### config.mk
export PLATFORM = sky130hd
export DESIGN_NAME = dmem_ctrl
export DESIGN_NICKNAME = d
export VERILOG_FILES = /design/src/rtl/dmem_ctrl.sv
export SDC_FILE = /design/constraint.sdc
export NUM_CORES = 1
export LEC_CHECK = 0
export CORE_AREA = 2 2 126 128
export DETAILED_ROUTE_END_ITERATION = 10
export DIE_AREA = 0 0 128 130
export PLACE_DENSITY_LB_ADDON = 0.1
export SYNTH_ARGS = -nofsm -noshare
export SYNTH_HDL_FRONTEND = slang
export SYNTH_SLANG_ARGS = --single-unit
### constraint.sdc
create_clock -name clk -period 3.5 [get_ports clk]
set_input_delay 0.525 -clock clk [delete_from_list [all_inputs] [get_ports clk]]
set_output_delay 0.525 -clock clk [all_outputs]
set_load 0.05 [all_outputs]
### src/rtl/dmem_ctrl.sv
// Data-memory controller between the MEM stage and a simple req/ack memory port.
// Handles byte/half/word alignment, lane replication for stores, sign/zero
// extension for loads, and a watchdog that aborts requests the memory never acks.
module dmem_ctrl #(
    parameter int TIMEOUT = 255
) (
    input  logic        clk,
    input  logic        rst,
    input  logic [1:0]  proc2Dmem_command,
    input  logic [31:0] proc2Dmem_addr,
    input  logic [31:0] proc2Dmem_data,
    input  logic [1:0]  proc2Dmem_size,
    input  logic        proc2Dmem_unsigned,
    output logic [31:0] Dmem2proc_data,
    output logic        Dmem2proc_stall,
    output logic        Dmem2proc_error,
    output logic        mem_req,
    output logic        mem_we,
    output logic [31:0] mem_addr,
    output logic [31:0] mem_wdata,
    output logic [3:0]  mem_be,
    input  logic        mem_ack,
    input  logic [31:0] mem_rdata
);

    localparam logic [1:0] BUS_LOAD  = 2'd1;
    localparam logic [1:0] BUS_STORE = 2'd2;
    localparam logic [7:0] CNT_LAST  = 8'(TIMEOUT - 1);

    typedef enum logic [1:0] {
        IDLE = 2'd0,
        REQ  = 2'd1,
        RESP = 2'd2
    } state_t;

    state_t      state_q;
    logic [31:0] addr_q;
    logic [31:0] wdata_q;
    logic [31:0] rdata_q;
    logic [1:0]  size_q;
    logic        uns_q;
    logic        we_q;
    logic        tout_q;
    logic [3:0]  be_q;
    logic [7:0]  cnt_q;

    logic        is_access;
    logic        misaligned;
    logic        accept;
    logic [31:0] wdata_d;
    logic [3:0]  be_d;
    logic [7:0]  ld_byte;
    logic [15:0] ld_half;
    logic [31:0] load_ext;

    // Request decode: command 3 behaves as no command, size 3 behaves as word.
    always_comb begin
        is_access = (proc2Dmem_command == BUS_LOAD) || (proc2Dmem_command == BUS_STORE);
        case (proc2Dmem_size)
            2'd0:    misaligned = 1'b0;
            2'd1:    misaligned = proc2Dmem_addr[0];
            default: misaligned = |proc2Dmem_addr[1:0];
        endcase
        accept = is_access && !misaligned;
    end

    // Store lane replication and byte enables; loads always enable the full word.
    always_comb begin
        wdata_d = '0;
        be_d    = 4'b1111;
        if (proc2Dmem_command == BUS_STORE) begin
            case (proc2Dmem_size)
                2'd0: begin
                    wdata_d = {4{proc2Dmem_data[7:0]}};
                    be_d    = 4'b0001 << proc2Dmem_addr[1:0];
                end
                2'd1: begin
                    wdata_d = {2{proc2Dmem_data[15:0]}};
                    be_d    = proc2Dmem_addr[1] ? 4'b1100 : 4'b0011;
                end
                default: begin
                    wdata_d = proc2Dmem_data;
                    be_d    = 4'b1111;
                end
            endcase
        end
    end

    // Load lane extraction from the captured word, then sign/zero extension.
    always_comb begin
        ld_byte = rdata_q[{addr_q[1:0], 3'b000} +: 8];
        ld_half = addr_q[1] ? rdata_q[31:16] : rdata_q[15:0];
        case (size_q)
            2'd0:    load_ext = uns_q ? {24'b0, ld_byte} : {{24{ld_byte[7]}}, ld_byte};
            2'd1:    load_ext = uns_q ? {16'b0, ld_half} : {{16{ld_half[15]}}, ld_half};
            default: load_ext = rdata_q;
        endcase
    end

    // Sequencer: latch the request, wait for ack or watchdog expiry, present one response cycle.
    always_ff @(posedge clk or negedge rst) begin
        if (!rst) begin
            state_q <= IDLE;
            addr_q  <= '0;
            wdata_q <= '0;
            rdata_q <= '0;
            size_q  <= '0;
            uns_q   <= 1'b0;
            we_q    <= 1'b0;
            tout_q  <= 1'b0;
            be_q    <= '0;
            cnt_q   <= '0;
        end else begin
            case (state_q)
                IDLE: begin
                    if (accept) begin
                        addr_q  <= proc2Dmem_addr;
                        size_q  <= proc2Dmem_size;
                        uns_q   <= proc2Dmem_unsigned;
                        we_q    <= (proc2Dmem_command == BUS_STORE);
                        wdata_q <= wdata_d;
                        be_q    <= be_d;
                        rdata_q <= '0;
                        tout_q  <= 1'b0;
                        cnt_q   <= '0;
                        state_q <= REQ;
                    end
                end
                REQ: begin
                    // An ack on the final watchdog cycle still counts as a completion.
                    if (mem_ack) begin
                        rdata_q <= we_q ? 32'h0 : mem_rdata;
                        cnt_q   <= '0;
                        state_q <= RESP;
                    end else if (cnt_q == CNT_LAST) begin
                        rdata_q <= '0;
                        tout_q  <= 1'b1;
                        cnt_q   <= '0;
                        state_q <= RESP;
                    end else begin
                        cnt_q <= cnt_q + 8'd1;
                    end
                end
                RESP: begin
                    state_q <= IDLE;
                end
                default: begin
                    state_q <= IDLE;
                end
            endcase
        end
    end

    // Outputs gated by state so idle and reset present an all-zero memory port;
    // stall/error also gated by rst so an asserted reset silences them immediately.
    always_comb begin
        mem_req         = (state_q == REQ);
        mem_we          = mem_req && we_q;
        mem_addr        = mem_req ? {addr_q[31:2], 2'b00} : 32'h0;
        mem_wdata       = mem_req ? wdata_q : 32'h0;
        mem_be          = mem_req ? be_q : 4'h0;
        Dmem2proc_stall = rst && (((state_q == IDLE) && accept) || (state_q == REQ));
        Dmem2proc_error = rst && (((state_q == IDLE) && is_access && misaligned)
                                  || ((state_q == RESP) && tout_q));
        Dmem2proc_data  = ((state_q == RESP) && !we_q) ? load_ext : 32'h0;
    end

endmodule

Word-level counts from Yosys, hierarchy flattened
Index checks and enable logic that the tools add are counted.
- equality and inequality tests: 11
- add/sub/neg operators: 1
- multiplexer cells: 31
- reduce and logical (&&, ||, !) cells: 24
- shift-type cells: 2
- operators with widths (cell ; count):
    32-bit two-way mux ; 10
    32-bit one-hot mux with 2 select lines ; 3
    32-bit by 6-bit indexed part select with 8-bit output ; 1
    8-bit two-way mux ; 3
    16-bit two-way mux ; 1
    8-bit one-hot mux with 2 select lines ; 1
    4-bit two-way mux ; 3
    1-bit logical AND ; 9
    8-bit by 1-bit adder with 8-bit output (second input constant) ; 1
    2-bit by 1-bit == test with 1-bit output (second input constant) ; 4
    8-bit == test (second input constant) ; 1
    4-bit one-hot mux with 2 select lines ; 1
    2-bit logical NOT ; 3
    2-bit two-way mux ; 3
    2-bit AND reduction ; 3
    2-bit == test (second input constant) ; 2
    2-bit inequality test (second input constant) ; 2
    1-bit one-hot mux with 2 select lines ; 2
    2-bit one-hot mux with 2 select lines ; 1
    4-bit AND reduction ; 1
    1-bit by 2-bit << shifter with 4-bit output (first input constant) ; 1
    1-bit logical OR ; 3
    1-bit two-way mux ; 3
    3-bit by 1-bit inequality test with 1-bit output (second input constant) ; 1
    5 further kinds ; 6
- word-level logic and storage cells: 79
- output and inout bits: 104
- flip-flop bits (word level): 115

Logic depth before layout (Yosys ltp)
- depth in word-level cells: 7
- gate-level depth with buffers: 9
- mapped depth without buffers: 6

Worst setup path after synthesis
OpenSTA, ideal clock, no wires.
- path kind: register to output
- start point: reg state_q[0]
- end point: out Dmem2proc_data[7]
- path slack: -0.397 ns
- arrival time: 3.372 ns
- stages on the path, launching flop included: 4
- cell sequence: dfrtp_1 or3b_1 buf_2 a2111oi_0
- word-level cells in the longest chain between the ends: 3
- RTL lines (what ; line ; source):
    start: declaration ; 36 ; state_t state_q;
    start signal: assignment ; 103 ; state_q <= IDLE;
    start signal: assignment ; 126 ; state_q <= REQ;
    start signal: assignment ; 134 ; state_q <= RESP;
    2-bit == test ; 165 ; Dmem2proc_data = ((state_q == RESP) && !we_q) ? load_ext : 32'h0;
    1-bit logical AND ; 165 ;
    32-bit two-way mux ; 165 ;
    end: declaration ; 14 ; output logic [31:0] Dmem2proc_data,
No other way between the ends.

Final worst setup path
- start point: reg state_q[1]
- end point: out Dmem2proc_data[28]
The elaborated chain is that of the path after synthesis.

==> impl_metrics.ini <==
[run_status]
status = completed

[cells_and_area]
finalCoreUtilization_pct = 56.78
fillers = 1411
syn2layout_area_growth_pct = 46.32
multi_input_area_um2 = 2865
finalNonFillerCells = 1071
layout.nets = 976
layout-drive-gt1-share_pct = 9.443
num_antenna_cells = 0
regArea_um2 = 2879

[setup_path]
slowest_delay_ps = 800
start_kind = flip-flop
crit_fanout = 16
worstPathArrival_ps = 2790
path_class = reg2out
cp_cell_sequence = or3b_1 -> nor2_4 -> nand2_1 -> nand2_1 -> clkdlybuf4s50_1
cp-end-kind = output pin
crit_top_cell = nand2_1
crit_slowest_cell = clkdlybuf4s50_1
cp.required_ps = 2970
cp_num_buf_inv = 1
crit_family = simple AND/OR/NAND/NOR gates

[pwr]
pwr-share-seq_pct = 34.9
switching_share_pct = 38.89
clockPowerShare_pct = 26.0
p_per_area_nw_per_um2 = 701.8
leakagePower_nw = 4.062
power.total_mw = 6.147
p_sw_mw = 2.390
p_int_mw = 3.757
p_comb_share_pct = 39.1
ir_drop_uv = 382.0

[synth]
synth_edf_count = 0
synth_warnings = 0
synth.most_common_cell = nand2_1
synth_area_um2 = 5986
synth-seq-cells = 115
synthTopCellsByArea = dfrtp_1, nand2_1, and2_1, a22o_1, mux2_2
synth_common_cells = nand2_1, dfrtp_1, and2_1, nand3_1, a22o_1
synth_ff_type = dfrtp_1
synthArstFlopShare_pct = 100.0
synth_top_cell_by_area = dfrtp_1
ys_seq_area_share_pct = 48.08
synthCells = 677
synth_top_area_share_pct = 48.08
synth_cell_types = 49
syn_area_per_cell_um2 = 8.842

[sta]
fin_setup_tns_ps = 0
min_period_over_period_pct = 94.63
worstMarginPinSlew_ps = 768.8
hold_ws_ps = 461.7
finalSetupViolations = 0
hold_viol = 0
fmax_mhz = 301.9
clock-skew-final_ps = 9.919
slew_violations = 0
slew_headroom_pct = 48.55
rsz0062_at_grt = no
timing.final.crit_period_ps = 3312

[cts]
ctsRootBufferMaster = clkbuf_16
cts_sinks = 115
clkTransAtPathRegs_ps = 50
h-tree-depth = 4
cts_tree = done
cts_buffers = 17
clk_path_buf_depth = 2
insertion_delay_ps = 420

[global_routing]
grt_use_total_pct = 21.41
use_met1_pct = 28.17
grt_first_pass_wirelength_um = 27670
met2_usage_pct = 33.22
top_usage_layer = met2
grt_max_degree = 55
use_met3_pct = 6.724
grt_pass1_vias = 5335
antenna_found_initial = 0
gr-total-overflow = 0

[floorplanning]
core-area_um2 = 15420
die_w_um = 128
fp.dieH_um = 130
rows = 46
die-area_um2 = 16640
ios = 208
start_util_pct = 38.81

[placed_design]
port_buffers = 205
dpl.hpwl_um = 12480
dp.cells = 1041
gp_congestion = 0.8733

[job]
cap_violations = 0

[drt]
via_count = 5435
firstDrtPassIters = 5
ant_nets = 0
postRouteWirelength_um = 17510
route.detailed.drc = 0
first_iter_violations = 324
wl_per_cell_um = 16.35
vias_per_cell = 5.075

[worst_hold_path]
hp-class = reg2reg
## power by group through the flow
stage	registers [mW]	logic [mW]	clock network [mW]
floorplan	2.01	1.71	0
global placement	2.14	2.38	0
detailed placement	2.16	2.41	0
CTS	2.14	2.42	1.64
global route	2.20	2.62	1.71
finish	2.15	2.40	1.60
## metrics by stage
| step | setup WS (ps) | instance area [um^2] |
|---|---|---|
| floorplan | 283.5 | 5991 |
| global placement | 594.1 | 8202 |
| detailed placement | 584.0 | 8202 |
| CTS | 164.1 | 8755 |
| global route | 21.36 | 8758 |
| finish | 187.9 | 8758 |
## cells by family after synthesis
family	count (synthesis)	share of synthesized area, %
AOI/OAI and AO/OA	87	11.00
buffers and inverters	55	4.285
other	1	0.06265
adders and majority gates	3	0.6272
DFF	115	48.08
muxes	33	6.208
and+or+nand+nor	383	29.75
## worst min-delay path, cell delays in order, from the launching register on
cell     delay, ps
dfrtp_1        340
nand2_1         50
nand2_1         50
## per-layer routing
| layer | up-vias | wire, um |
|---|---|---|
| met1 | 2589 | 7845 |
| li1 | 2651 | - |
| met4 | 0 | 282 |
| met3 | 22 | 1244 |
| met2 | 173 | 8134 |
| met5 | - | 0 |
## cell usage in the layout, fill, tap and decap left out, drive strengths merged, types with 8 or more instances in the layout
master | synthesis | final
nor3 | 11 | 11
and2 | 68 | 68
mux2i | 9 | 9
clkbuf | 22 | 23
a21oi | 8 | 8
nand3 | 37 | 37
mux2 | 23 | 23
nor2b | 8 | 8
dfrtp | 115 | 115
nor2 | 25 | 25
a22o | 32 | 32
buf | 28 | 20
nand2 | 215 | 215
o21ai | 21 | 21
clkdlybuf4s50 | 0 | 200
## sequential cells by signal, indices dropped and copies added, names as in the netlist
| name | cells |
|---|---|
| cnt_q | 8 |
| state_q | 2 |
| we_q | 1 |
| size_q | 2 |
| tout_q | 1 |
| uns_q | 1 |
| rdata_q | 32 |
| be_q | 4 |
| addr_q | 32 |
| wdata_q | 32 |
## repair_timing
item / CTS / global route
endpoints found under the setup margin: 0 / 2
hold buffers: 1 / 0
setup buffers: 0 / 0
endpoints found under the hold margin: 11 / 0
gates resized for setup: 0 / 2
## final cells by class
cell class	count	area share, %
multi-input combinational	508	32.71
timing repair buffer	222	25.26
sequential	115	32.87
tap	192	2.743
clock inverter	6	0.6286
inverter	5	0.2143
clock buffer	23	5.571
## final timing paths
check / start / to / slack [ps] / cells past startpoint
setup reg to reg: state_q[1] / wdata_q[23] / 1550 / 5
min in group asynchronous: rst / cnt_q[7] / 580 / 2
hold / removal: wdata_q[7] / wdata_q[7] / 460 / 2
max in group asynchronous: rst / size_q[0] / 1980 / 3
hold reg to reg: wdata_q[7] / wdata_q[7] / 460 / 2
setup / recovery: state_q[1] / Dmem2proc_data[28] / 190 / 5
No activity file was read; power rests on OpenSTA's default activity.
